[src/rtl/sha256_arbiter.sv]
// Two-requester round-robin front end for a sha256 core: one message at a time, hash returned with owner id.
// Optional WAIT-state timeout is compiled in when SHA256_ARB_TIMEOUT_EN is defined.
module sha256_arbiter #(
  parameter int TIMEOUT_CYCLES = 1024
) (
  input  logic         clk,
  input  logic         rst,
  input  logic [31:0]  req0_data,
  input  logic         req0_valid,
  input  logic         req0_last,
  output logic         req0_ready,
  input  logic [31:0]  req1_data,
  input  logic         req1_valid,
  input  logic         req1_last,
  output logic         req1_ready,
  output logic [31:0]  core_data,
  output logic         core_valid,
  output logic         core_last,
  input  logic         core_ready,
  input  logic         core_out_valid,
  input  logic [255:0] core_hash,
  output logic [255:0] hash_out,
  output logic         hash_valid,
  output logic         hash_id,
  output logic         busy,
  output logic         err
);

  typedef enum logic [1:0] {
    S_IDLE = 2'd0,
    S_FEED = 2'd1,
    S_WAIT = 2'd2
  } state_t;

  state_t       state_q, state_d;
  logic         grant_q, grant_d;
  logic         rr_q, rr_d;
  logic [255:0] hash_out_q, hash_out_d;
  logic         hash_valid_q, hash_valid_d;
  logic         hash_id_q, hash_id_d;
  logic         pick_s;
  logic [31:0]  g_data_s;
  logic         g_valid_s;
  logic         g_last_s;

  if (TIMEOUT_CYCLES < 2) begin : g_bad_timeout
    $error("sha256_arbiter: TIMEOUT_CYCLES must be at least 2");
  end

`ifdef SHA256_ARB_TIMEOUT_EN
  localparam int CW = $clog2(TIMEOUT_CYCLES);
  localparam logic [CW-1:0] CNT_LAST = CW'(TIMEOUT_CYCLES - 1);
  logic [CW-1:0] cnt_q, cnt_d;
  logic          err_q, err_d;
  assign err = err_q;
`else
  assign err = 1'b0;
`endif

  assign g_data_s  = grant_q ? req1_data  : req0_data;
  assign g_valid_s = grant_q ? req1_valid : req0_valid;
  assign g_last_s  = grant_q ? req1_last  : req0_last;

  // Tie goes to the requester rr_q points at; a lone requester always wins.
  always_comb begin
    pick_s = 1'b0;
    if (req0_valid && req1_valid) begin
      pick_s = rr_q;
    end else if (req1_valid) begin
      pick_s = 1'b1;
    end else begin
      pick_s = 1'b0;
    end
  end

  // Next-state logic plus the combinational core-side pass-through.
  always_comb begin
    state_d      = state_q;
    grant_d      = grant_q;
    rr_d         = rr_q;
    hash_out_d   = hash_out_q;
    hash_valid_d = 1'b0;
    hash_id_d    = hash_id_q;
    core_data    = 32'd0;
    core_valid   = 1'b0;
    core_last    = 1'b0;
    req0_ready   = 1'b0;
    req1_ready   = 1'b0;
`ifdef SHA256_ARB_TIMEOUT_EN
    cnt_d        = '0;
    err_d        = 1'b0;
`endif
    case (state_q)
      S_IDLE: begin
        // Hold off while the previous result is still being presented.
        if ((req0_valid || req1_valid) && !hash_valid_q && !err) begin
          grant_d = pick_s;
          state_d = S_FEED;
        end else begin
          state_d = S_IDLE;
        end
      end
      S_FEED: begin
        core_data  = g_data_s;
        core_valid = g_valid_s;
        core_last  = g_valid_s & g_last_s;
        if (grant_q) begin
          req1_ready = core_ready;
        end else begin
          req0_ready = core_ready;
        end
        if (g_valid_s && g_last_s && core_ready) begin
          state_d = S_WAIT;
          rr_d    = ~grant_q;
        end else begin
          state_d = S_FEED;
        end
      end
      S_WAIT: begin
        if (core_out_valid) begin
          hash_out_d   = core_hash;
          hash_id_d    = grant_q;
          hash_valid_d = 1'b1;
          state_d      = S_IDLE;
        end else begin
`ifdef SHA256_ARB_TIMEOUT_EN
          if (cnt_q == CNT_LAST) begin
            err_d     = 1'b1;
            hash_id_d = grant_q;
            state_d   = S_IDLE;
          end else begin
            cnt_d = cnt_q + CW'(1);
          end
`else
          state_d = S_WAIT;
`endif
        end
      end
      default: begin
        state_d = S_IDLE;
      end
    endcase
  end

  // State and result registers.
  always_ff @(posedge clk or posedge rst) begin
    if (rst) begin
      state_q      <= S_IDLE;
      grant_q      <= 1'b0;
      rr_q         <= 1'b0;
      hash_out_q   <= 256'd0;
      hash_valid_q <= 1'b0;
      hash_id_q    <= 1'b0;
`ifdef SHA256_ARB_TIMEOUT_EN
      cnt_q        <= '0;
      err_q        <= 1'b0;
`endif
    end else begin
      state_q      <= state_d;
      grant_q      <= grant_d;
      rr_q         <= rr_d;
      hash_out_q   <= hash_out_d;
      hash_valid_q <= hash_valid_d;
      hash_id_q    <= hash_id_d;
`ifdef SHA256_ARB_TIMEOUT_EN
      cnt_q        <= cnt_d;
      err_q        <= err_d;
`endif
    end
  end

  assign hash_out   = hash_out_q;
  assign hash_valid = hash_valid_q;
  assign hash_id    = hash_id_q;
  assign busy       = (state_q != S_IDLE);

endmodule

[config.mk]
export PLATFORM = sky130hd
export DESIGN_NAME = sha256_arbiter
export DESIGN_NICKNAME = d
export VERILOG_FILES = /design/src/rtl/sha256_arbiter.sv
export SDC_FILE = /design/constraint.sdc
export NUM_CORES = 1
export LEC_CHECK = 0
export BUFFER_PORTS_ARGS = -buffer_cell sky130_fd_sc_hd__buf_2
export CORE_AREA = 2 2 246 248
export CTS_BUF_LIST = sky130_fd_sc_hd__clkbuf_8
export DETAILED_ROUTE_END_ITERATION = 12
export DIE_AREA = 0 0 248 250
export MAX_ROUTING_LAYER = met4
export SLEW_MARGIN = 25
export SYNTH_ARGS = -nofsm -noshare
export SYNTH_HDL_FRONTEND = slang
export SYNTH_SLANG_ARGS = --single-unit
[constraint.sdc]
create_clock -name clk -period 10.3 [get_ports clk]
set_input_delay 1.545 -clock clk [delete_from_list [all_inputs] [get_ports clk]]
set_output_delay 1.545 -clock clk [all_outputs]
set_load 0.01 [all_outputs]
==> flow_metrics.py, run 1 <==
metrics = {
    "routing": {
        "routed_wl_mm": 35.7,
        "wl_per_cell_um": 13.6,
        "route.detailed.drc": 0,
        "ant_nets": 0,
        "dr.pass1.iters": 5,
        "routed_via_density": 3.73,
        "vias": 9778,
        "drt_iter0_markers": 412,
    },
    "global_routing": {
        "antenna_found_initial": 4,
        "grt_pass1_vias": 9559,
        "grt_max_degree": 97,
        "grtUsageTotal_pct": 11.3,
        "grt_pass1_wl_mm": 53.1,
        "grt.overflow.total": 0,
    },
    "clocking": {
        "root_buffer": "clkbuf_8",
        "numCtsBuffers": 48,
        "cts_tree": "built",
        "hold_buffers": 0,
        "cts_resized": 0,
        "path_clk_slew_ns": 0.05,
        "clk_latency_ns": 0.59,
        "ctsHtreeMaxLevel": 2,
        "post_cts_buffers": 0,
        "cts_max_path_buffers": 3,
        "clock_sinks": 262,
    },
    "power": {
        "p_switching_w": 0.00164,
        "leakage_nw": 9.20,
        "p_int_w": 0.00272,
        "seqPwrFrac_pct": 41.5,
        "p_comb_share_pct": 35.8,
        "p_clk_share_pct": 22.7,
        "powerDensity_mw_per_mm2": 287,
        "sw_frac_of_total_pct": 37.6,
        "ir_worst_vdd_v": 0.000122,
    },
    "worst_hold_path": {
        "min_path_type": "flip-flop to flip-flop",
    },
    "sta": {
        "finalClockSkew_ns": 0.0164,
        "rsz0062_at_grt": "no",
        "finalSetupViolations": 0,
        "tightest_slew_ns": 0.974,
        "min_period_ns": 3.73,
        "hold_violations": 0,
        "whs_ns": 0.465,
        "max_freq_ghz": 0.268,
        "period_share_pct": 36.2,
        "slew_headroom_pct": 35.1,
        "slew_violations": 0,
        "fin_tns_setup_ns": 0,
    },
    "synth": {
        "synth-edff-count": 0,
        "syn_area_per_cell_um2": 8.74,
        "syn_inst": 1188,
        "async_flop_share_pct": 100,
        "synth_cell_type_count": 22,
        "synth_nets": 1516,
        "ys_seq_elements": 262,
        "synth_ff_type": "dfrtp_1",
        "ys_seq_area_share_pct": 63.2,
        "netlist_area_mm2": 0.0104,
        "ys_warn_count": 0,
    },
    "setup_path": {
        "crit_buf_inv": 2,
        "worstPathArrival_ns": 2.18,
        "critical-path-top-delay-family": "buffers and inverters",
        "critPathLaunchType": "input pin",
        "cp-end-kind": "primary output",
        "crit_top_cell": "buf_2",
        "crit_path_cell_trace": "buf_2 > mux2i_1 > nor2_1 > buf_2",
        "crit_type": "input pin to primary output",
        "critPathMaxFanout": 1,
        "critPathSlowestCell": "nor2_1",
        "worstPathRequired_ns": 8.76,
        "cpPeakStageDelay_ns": 0.28,
    },
    "floorplanning": {
        "die_w_um": 248,
        "core_mm2": 0.0596,
        "ios": 624,
        "core.rowCount": 90,
        "dieArea_mm2": 0.0620,
        "fp.dieH_um": 250,
        "initial_core_util_pct": 17.4,
    },
    "layout": {
        "fin_area_mm2": 0.0152,
        "drive_gt1_share_pct": 38.5,
        "nets": 2132,
        "area_delta_synth_final_pct": 46.4,
        "fin_cells": 2622,
    },
    "placed_design": {
        "dp_hpwl_mm": 26.1,
        "gp_congestion": 0.817,
        "dp_cells": 2536,
        "postPlaceCellArea_mm2": 0.0142,
        "place.port_buffers": 622,
    },
    "outcome": {
        "status": "completed",
    },
    "run": {
        "maxCapViolations": 0,
    },
}
-- logic make-up (layout without fill, tap and decap cells) --
logic type	after synthesis	in the layout	synth area share, %
multiplexers	33	33	3.18
other	1	5	0.0361
flip-flops	262	262	63.2
AO/OA/AOI/OAI	10	10	0.555
AND/OR/NAND/NOR	813	813	29.7
buffers and inverters	69	717	3.35
-- per-stage QoR --
stage	power, W	setup slack [ns]	utilization (%)
2_1_floorplan	0.00260	1.54	-
3_5_place_dp	0.00341	6.54	23.9
4_1_cts	0.00445	6.38	25.5
6_report	0.00437	6.57	25.5
5_1_grt	0.00473	6.57	25.5
3_3_place_gp	0.00339	6.53	23.9
-- final timing paths --
| path | start | end | slack, ns | cells past startpoint |
|---|---|---|---|---|
| worst max-delay path | req1_data[10] | core_data[10] | 6.57 | 4 |
| worst min-delay path | hash_out[208] | hash_out[208] | 0.46 | 2 |
| worst max register to register | state_q[0] | hash_out[226] | 7.72 | 5 |
| worst min register to register | hash_out[208] | hash_out[208] | 0.46 | 2 |
| max in group asynchronous | rst | grant_q | 7.29 | 4 |
| min in group asynchronous | rst | hash_out[28] | 1.01 | 2 |
-- synth_stat cells (2+ instances only) --
master | instances | area (um^2)
dfrtp_1 | 262 | 6560
clkbuf_1 | 4 | 15.0
buf_4 | 5 | 37.5
mux2i_1 | 33 | 330
o21ai_0 | 3 | 15.0
inv_1 | 3 | 11.3
buf_2 | 56 | 280
a21oi_1 | 3 | 15.0
nand2_1 | 770 | 2890
nand3b_1 | 2 | 15.0
nor2_1 | 36 | 135
-- power groups by stage --
stage	logic, W	clock network (W)	registers (W)
floorplan	0.000592	0	0.00201
global route	0.00176	0.00109	0.00188
global placement	0.00158	0	0.00181
finish	0.00156	0.000990	0.00181
CTS	0.00159	0.00105	0.00181
detailed placement	0.00160	0	0.00181
-- worst reg2reg max path: stages, from the launching register on --
cell and delay [ns]:
dfrtp_1 0.44, nand3b_4 0.42, inv_8 0.52, buf_4 0.84, nand2_1 0.21, nand2_1 0.09
-- layer usage --
metal  share of wire (%)  up-vias  track usage (%)
li1                    -     4836                -
met1                  41     4454             13.4
met2                  47      433             18.2
met3                 9.2       55             3.38
met4                 2.6        0             3.71
met5                   0        -                -
-- sequential cells by signal (all words and copies together), names as in the netlist --
register / cells
rr_q: 1
state_q: 2
grant_q: 1
hash_id: 1
hash_valid: 1
hash_out: 256
-- final cells by class --
class	instances	area [um^2]
diodes	4	10.0
clock buffers	61	840
clock inverters	21	123
fillers	6585	44400
inverters	4	30.0
multi-input cells	857	3470
flip-flops and latches	262	6560
well taps	782	978
repair buffers	631	3180
-- placed cells by master (no fill, tap or decap) --
master	count
diode_2	4
nand2b_1	1
nand3b_1	2
inv_1	14
dfrtp_1	261
or2_2	1
a21boi_0	1
mux2i_1	33
buf_4	9
o22ai_1	1
o21ai_0	3
clkinv_2	5
clkbuf_8	61
a21o_1	1
nand3b_4	1
nor2_1	36
conb_1	1
nor3_1	1
bufinv_16	1
a31oi_1	1
inv_8	2
nand2_1	770
nand3_1	1
buf_2	622
a21oi_1	3
dfrtp_4	1
clkinvlp_4	3
Note: power is estimated with default switching activity, not from simulation.
==> run 2, diff against run 1 <==
--- a/config.mk
+++ b/config.mk
@@ -5,11 +5,12 @@
 export SDC_FILE = /design/constraint.sdc
 export NUM_CORES = 1
 export LEC_CHECK = 0
+export ABC_AREA = 1
 export BUFFER_PORTS_ARGS = -buffer_cell sky130_fd_sc_hd__buf_2
-export CORE_AREA = 2 2 246 248
+export CORE_AREA = 2 2 239 241
 export CTS_BUF_LIST = sky130_fd_sc_hd__clkbuf_8
 export DETAILED_ROUTE_END_ITERATION = 12
-export DIE_AREA = 0 0 248 250
+export DIE_AREA = 0 0 241 243
 export MAX_ROUTING_LAYER = met4
 export SLEW_MARGIN = 25
 export SYNTH_ARGS = -nofsm -noshare
==> constraint.sdc (replaced) <==
create_clock -name clk -period 3.7 [get_ports clk]
set_input_delay 0.555 -clock clk [delete_from_list [all_inputs] [get_ports clk]]
set_output_delay 0.555 -clock clk [all_outputs]
set_load 0.01 [all_outputs]
==> run 2 against run 1 <==
  * First-iteration DRC count increased by 33%
  * Synthesized area increased by 0.14%
  * Die area decreased by 5.5%
  * Flip-flop and latch count unchanged
  * Clock power increased to 2.9 times the previous value
  * Sequential power increased to 2.7 times the previous value
  * Clock-buffer cell count increased by 2
  * Largest cell class unchanged
  * Power increased to 2.8 times the previous value
  * Synthesized cell count increased by 4.1%
  * Cell area increased by 1.1%
  * Hold slack got worse by 0.32 ns
==> flow_metrics.py, run 2 <==
metrics = {
    "floorplanning": {
        "fp.dieH_um": 243,
        "core_mm2": 0.0560,
        "core.rowCount": 87,
        "dieArea_mm2": 0.0586,
        "ios": 624,
        "die_w_um": 241,
        "initial_core_util_pct": 18.6,
    },
    "sta": {
        "slew_headroom_pct": 43.5,
        "tightest_slew_ns": 0.848,
        "period_share_pct": 73.0,
        "slew_violations": 0,
        "rsz0062_at_grt": "no",
        "min_period_ns": 2.70,
        "max_freq_ghz": 0.370,
        "finalSetupViolations": 0,
        "hold_violations": 0,
        "finalClockSkew_ns": 0.0249,
        "fin_tns_setup_ns": 0,
        "fin_ws_ns": 0.999,
    },
    "synth": {
        "async_flop_share_pct": 100,
        "synth-edff-count": 0,
        "netlist_top_cells_area": "dfrtp_1 (63%), nand2_1 (31%), buf_2 (2.2%)",
        "synthSimpleGateAreaFrac_pct": 31.1,
        "ys_warn_count": 0,
        "ys_seq_elements": 262,
        "netlist_area_mm2": 0.0104,
        "synthXorXnorAreaFrac_pct": 0,
        "yosys.area_share.adder_pct": 0,
        "syn_area_per_cell_um2": 8.40,
        "syn_inst": 1237,
        "synthTopCellsByCount": "nand2_1 (849), dfrtp_1 (262), buf_2 (45), a21oi_1 (33), buf_4 (16)",
        "synth.most_common_cell": "nand2_1",
        "yosys.area.top_type": "dfrtp_1",
        "synth_top_area_share_pct": 63.1,
        "synth_compound_area_share_pct": 1.78,
        "synth_ff_type": "dfrtp_1",
        "synth_cell_type_count": 17,
        "synth_top_family_by_area": "simple AND/OR/NAND/NOR gates",
        "synth_nets": 1565,
        "ys_seq_area_share_pct": 63.1,
        "muxShareOfSynthArea_pct": 0,
    },
    "global_routing": {
        "grt_max_degree": 147,
        "grtUsageTotal_pct": 12.3,
        "antenna_found_initial": 4,
        "grt_pass1_wl_mm": 55.1,
        "grt.overflow.total": 0,
        "grt_pass1_vias": 9991,
    },
    "setup_path": {
        "worstPathArrival_ns": 2.15,
        "r2r_cells": 5,
        "crit_path_cell_trace": "buf_4 > clkinv_1 > buf_4 > nand2_1 > nand2_1 > nand2_1 > nor2_1 > buf_2",
        "critPathLaunch": "grant_q",
        "critPathSlowestCell": "dfrtp_1",
        "crit_type": "flip-flop to primary output",
        "crit_top_cell": "nand2_1",
        "worstSetupEndpoint": "core_last",
        "cpPeakStageDelay_ns": 0.35,
        "cp-end-kind": "primary output",
        "worstPathRequired_ns": 3.14,
        "critPathMaxFanout": 37,
        "r2r_setup_slack_ns": 1.68,
        "critPathLaunchType": "flip-flop",
        "r2r-end": "hash_out[14]",
        "r2r-start": "state_q[1]",
    },
    "layout": {
        "nets": 2191,
        "area_delta_synth_final_pct": 47.9,
        "layout_common_cells": "nand2_1 (848), buf_2 (622), dfrtp_1 (262), clkbuf_8 (63), a21oi_1 (33)",
        "utilization_pct": 27.5,
        "largest_reg_flops": 256,
        "multiInputGateArea_mm2": 0.00343,
        "nFillCells": 6235,
        "drive_gt1_share_pct": 37.8,
        "layout_commonest_cell": "nand2_1",
        "final-seq-area_mm2": 0.00656,
    },
    "power": {
        "p_comb_share_pct": 36.6,
        "p_clk_share_pct": 23.4,
        "seqPwrFrac_pct": 40.0,
        "p_switching_w": 0.00463,
        "powerDensity_mw_per_mm2": 805,
        "p_int_w": 0.00774,
        "sw_frac_of_total_pct": 37.4,
        "leakage_nw": 9.18,
        "ir_worst_vdd_v": 0.000402,
    },
    "clocking": {
        "cts_tree": "built",
        "root_buffer": "clkbuf_8",
        "ctsHtreeMaxLevel": 2,
        "numCtsBuffers": 49,
        "path_clk_slew_ns": 0.06,
        "clock_sinks": 262,
        "cts_max_path_buffers": 3,
        "clk_latency_ns": 0.60,
    },
    "placed_design": {
        "dp_hpwl_mm": 26.4,
        "dpl_worst_slack_ns": 1.42,
        "place.port_buffers": 622,
        "gp_congestion": 0.828,
    },
    "run": {
        "maxCapViolations": 0,
    },
    "outcome": {
        "status": "completed",
    },
    "routing": {
        "ant_nets": 0,
        "drt_iter0_markers": 547,
        "dr.pass1.iters": 4,
        "vias": 10000,
        "routed_via_density": 3.78,
        "routed_wl_mm": 36.3,
        "wl_per_cell_um": 13.7,
        "route.detailed.drc": 0,
    },
    "worst_hold_path": {
        "min_path_type": "input pin to flip-flop",
    },
}
==> run 2: routing by layer <==
layer	part of all wire (%)	GRT usage (%)	routed length, um
met2	47	19.6	17100
met4	2.8	4.39	1020
met3	9.2	3.97	3350
met1	41	14.5	14800
met5	0	-	0
==> run 2: cell type report <==
cell class	instances	area share (%)
sequential	262	42.7
clock inverter	22	0.993
inverter	11	0.342
tap	756	6.16
antenna	4	0.0651
timing repair buffer	643	21.8
clock buffer	63	5.64
multi-input combinational	896	22.3
==> run 2: logic make-up (layout without fill, tap and decap cells) <==
logic type	count (synthesis)	after routing
flops	262	262
buf+inv	79	739
other cells	1	5
compound gates	37	37
simple gates	858	858
==> run 2: worst min path at each step <==
| stage | from | endpoint | slack [ns] | cells after the start |
|---|---|---|---|---|
| 2_1_floorplan | rr_q | rr_q | 0.44 | 2 |
| 5_1_grt | core_hash[171] | hash_out[171] | 0.08 | 3 |
| 3_3_place_gp | hash_out[140] | hash_out[140] | 0.46 | 2 |
| 6_report | core_hash[80] | hash_out[80] | 0.14 | 3 |
| 4_1_cts | core_hash[17] | hash_out[17] | 0.06 | 3 |
| 3_5_place_dp | hash_out[68] | hash_out[68] | 0.46 | 2 |
==> run 2: per-stage QoR <==
step           total power, W  instances  hold slack, ns  cell area, um^2
2_1_floorplan         0.00727       1237           0.437            10400
5_1_grt                0.0134       2657          0.0764            15400
6_report               0.0124       2657           0.142            15400
4_1_cts                0.0126       2653          0.0648            15400
3_3_place_gp          0.00950       2567           0.457            14300
3_5_place_dp          0.00955       2567           0.459            14300
==> run 2: power by group through the flow <==
stage	sequential (W)	combinational [W]	clock, W
2_1_floorplan	0.00560	0.00167	0
3_3_place_gp	0.00497	0.00453	0
3_5_place_dp	0.00495	0.00460	0
4_1_cts	0.00496	0.00460	0.00304
5_1_grt	0.00513	0.00506	0.00318
6_report	0.00495	0.00452	0.00290
==> run 2: critical path: cells and delay by family, from the launching register on <==
kind | cells | cell delay [ns]
AND/OR/NAND/NOR | 4 | 0.42
buffers and inverters | 4 | 0.79
flip-flops | 1 | 0.35
==> run 2: what timing repair did <==
action | CTS | global route
hold buffers | 1 | 0
setup buffers | 0 | 0
resized for setup | 0 | 0
endpoints found under the hold margin | 26 | 0
==> run 3, diff against run 2 <==
==> constraint.sdc (replaced) <==
create_clock -name clk -period 2.4 [get_ports clk]
set_input_delay 0.36 -clock clk [delete_from_list [all_inputs] [get_ports clk]]
set_output_delay 0.36 -clock clk [all_outputs]
set_load 0.01 [all_outputs]
==> run 3 against run 2 <==
  * Critical path depth shrank 1
  * First-iteration DRC count decreased by 4.2%
  * Highest routed layer unchanged
  * Non-clock buffer count grew 260
  * Core utilization increased by 4.7 points
  * Global-route usage rose by 1.3 points
  * Combinational power increased by 65%
  * Hold slack worse by 0.10 ns
  * Cell count rose by 9.7%
  * Critical endpoint unchanged
  * Die area stayed put
  * Worst setup slack worse by 0.81 ns
  * Register-to-register slack worse by 0.97 ns
==> flow_metrics.py, run 3 (synthesized netlist as in run 2, its figures left out) <==
metrics = {
    "outcome": {
        "status": "completed",
    },
    "clocking": {
        "root_buffer": "clkbuf_8",
        "cts_max_path_buffers": 3,
        "numCtsBuffers": 47,
        "cts_tree": "built",
        "clock_sinks": 262,
        "ctsHtreeMaxLevel": 2,
        "post_cts_buffers": 0,
        "path_clk_slew_ns": 0.06,
        "clk_latency_ns": 0.59,
    },
    "power": {
        "ir_worst_vdd_v": 0.000553,
        "leakage_nw": 10.3,
        "powerDensity_mw_per_mm2": 1100,
    },
    "routing": {
        "vias": 11400,
        "ant_nets": 0,
        "routed_wl_mm": 40.3,
        "dr.pass1.iters": 6,
        "routed_via_density": 3.92,
        "wl_per_cell_um": 13.8,
        "route.detailed.drc": 0,
        "drt_iter0_markers": 524,
    },
    "setup_path": {
        "crit_type": "flip-flop to primary output",
        "crit_top_cell": "nand2_1",
        "cpPeakStageDelay_ns": 0.46,
        "critPathSlowestCell": "dfrtp_2",
        "cp-end-kind": "primary output",
        "critPathLaunchType": "flip-flop",
        "critPathMaxFanout": 36,
        "crit_path_cell_trace": "clkinv_1 > buf_12 > nand2_1 > nand2_1 > nand2_1 > nor2_1 > buf_2",
        "worstPathRequired_ns": 2.04,
        "crit_buf_inv": 3,
        "worstPathArrival_ns": 1.85,
        "critical-path-top-delay-family": "flip-flops",
    },
    "worst_hold_path": {
        "min_path_type": "input pin to flip-flop",
    },
    "sta": {
        "min_period_ns": 2.21,
        "slew_headroom_pct": 63.8,
        "tightest_slew_ns": 0.543,
        "hold_violations": 0,
        "rsz0062_at_grt": "no",
        "fin_tns_setup_ns": 0,
        "period_share_pct": 92.2,
        "max_freq_ghz": 0.452,
        "finalClockSkew_ns": 0.0266,
        "slew_violations": 0,
        "finalSetupViolations": 0,
    },
    "global_routing": {
        "grt.overflow.total": 0,
        "grt_pass1_wl_mm": 61.6,
        "grt_max_degree": 107,
        "grtUsageTotal_pct": 13.6,
        "antenna_found_initial": 3,
        "grt_pass1_vias": 11900,
    },
    "layout": {
        "multiInputGateArea_mm2": 0.00343,
        "layout_common_cells": "nand2_1 (848), buf_2 (622), dfrtp_1 (261), dlygate4sd3_1 (252), clkbuf_8 (65)",
        "final-seq-area_mm2": 0.00656,
        "largest_reg_flops": 256,
        "nets": 2449,
        "fin_cells": 2916,
        "area_delta_synth_final_pct": 73.1,
        "nFillCells": 5731,
        "layout_commonest_cell": "nand2_1",
        "drive_gt1_share_pct": 34.2,
    },
    "placed_design": {
        "place.port_buffers": 622,
        "gp_congestion": 0.827,
        "dp_hpwl_mm": 26.7,
        "dp_cells": 2576,
    },
    "floorplanning": {
        "die_w_um": 241,
        "core.rowCount": 87,
        "ios": 624,
        "dieArea_mm2": 0.0586,
        "fp.dieH_um": 243,
        "core_mm2": 0.0560,
        "initial_core_util_pct": 18.6,
    },
    "run": {
        "maxCapViolations": 0,
    },
}
[run 3: changes by cell type in the layout (fill, tap and decap cells not counted), sizes merged]
cell	before	now
clkinvlp	3	2
dlygate4sd3	1	252
buf	642	651
clkbuf	63	65
inv	25	14
diode	4	3
clkinv	3	13
[run 3: per-layer routing]
| layer | GRT usage [%] | vias up | part of all wire (%) |
|---|---|---|---|
| li1 | - | 5501 | - |
| met1 | 15.0 | 5295 | 39 |
| met2 | 22.9 | 533 | 48 |
| met3 | 3.49 | 113 | 8.3 |
| met4 | 6.30 | 0 | 4.1 |
| met5 | - | - | 0 |
[run 3: cell type report]
cell class / count / share of cell area (%)
sequential: 262 / 36.4
tap: 756 / 5.26
inverter: 11 / 0.292
antenna: 3 / 0.0417
timing repair buffer: 903 / 33.1
multi-input combinational: 896 / 19.1
clock inverter: 20 / 0.813
clock buffer: 65 / 4.97
[run 3: power by group]
part           switching [W]  total [W]  leakage, nW  internal, W
Clock                0.00196    0.00458        0.569      0.00262
Sequential           0.00117    0.00768         3.36      0.00652
Combinational        0.00427    0.00746         6.35      0.00319
[run 3: path summary, 6_finish.rpt]
check                               startpoint            end  slack [ns]  cells past startpoint
worst max-delay path                   grant_q      core_last        0.19                      7
worst min-delay path            core_hash[124]  hash_out[124]        0.04                      3
worst max register to register      state_q[1]   hash_out[32]        0.71                      5
worst min register to register            rr_q           rr_q        0.46                      2
max in group asynchronous                  rst  hash_out[206]        1.32                      4
min in group asynchronous                  rst   hash_out[41]        0.28                      3
[run 3: stage by stage]
step	power [W]	area, um^2	setup slack (ns)	utilization (%)	hold WS (ns)
finish	0.0197	18000	0.187	32.2	0.0423
global route	0.0212	18000	0.0146	32.2	0.0201
CTS	0.0198	18000	0.0108	32.1	0.000137
detailed placement	0.0147	14400	0.640	25.7	0.358
global placement	0.0147	14400	0.665	25.7	0.346
floorplan	0.0112	10400	-1.42	-	0.437
[run 3: tightest hold or removal path: cells and delay by family]
family,cells,cell delay [ns]
buffers and inverters,1,0.08
and+or+nand+nor,2,0.15
[run 3: timing repair]
item,4_1_cts,5_1_grt
endpoints found under the hold margin,298,1
hold buffers,251,1
endpoints found under the setup margin,1,21
resized for setup,1,5
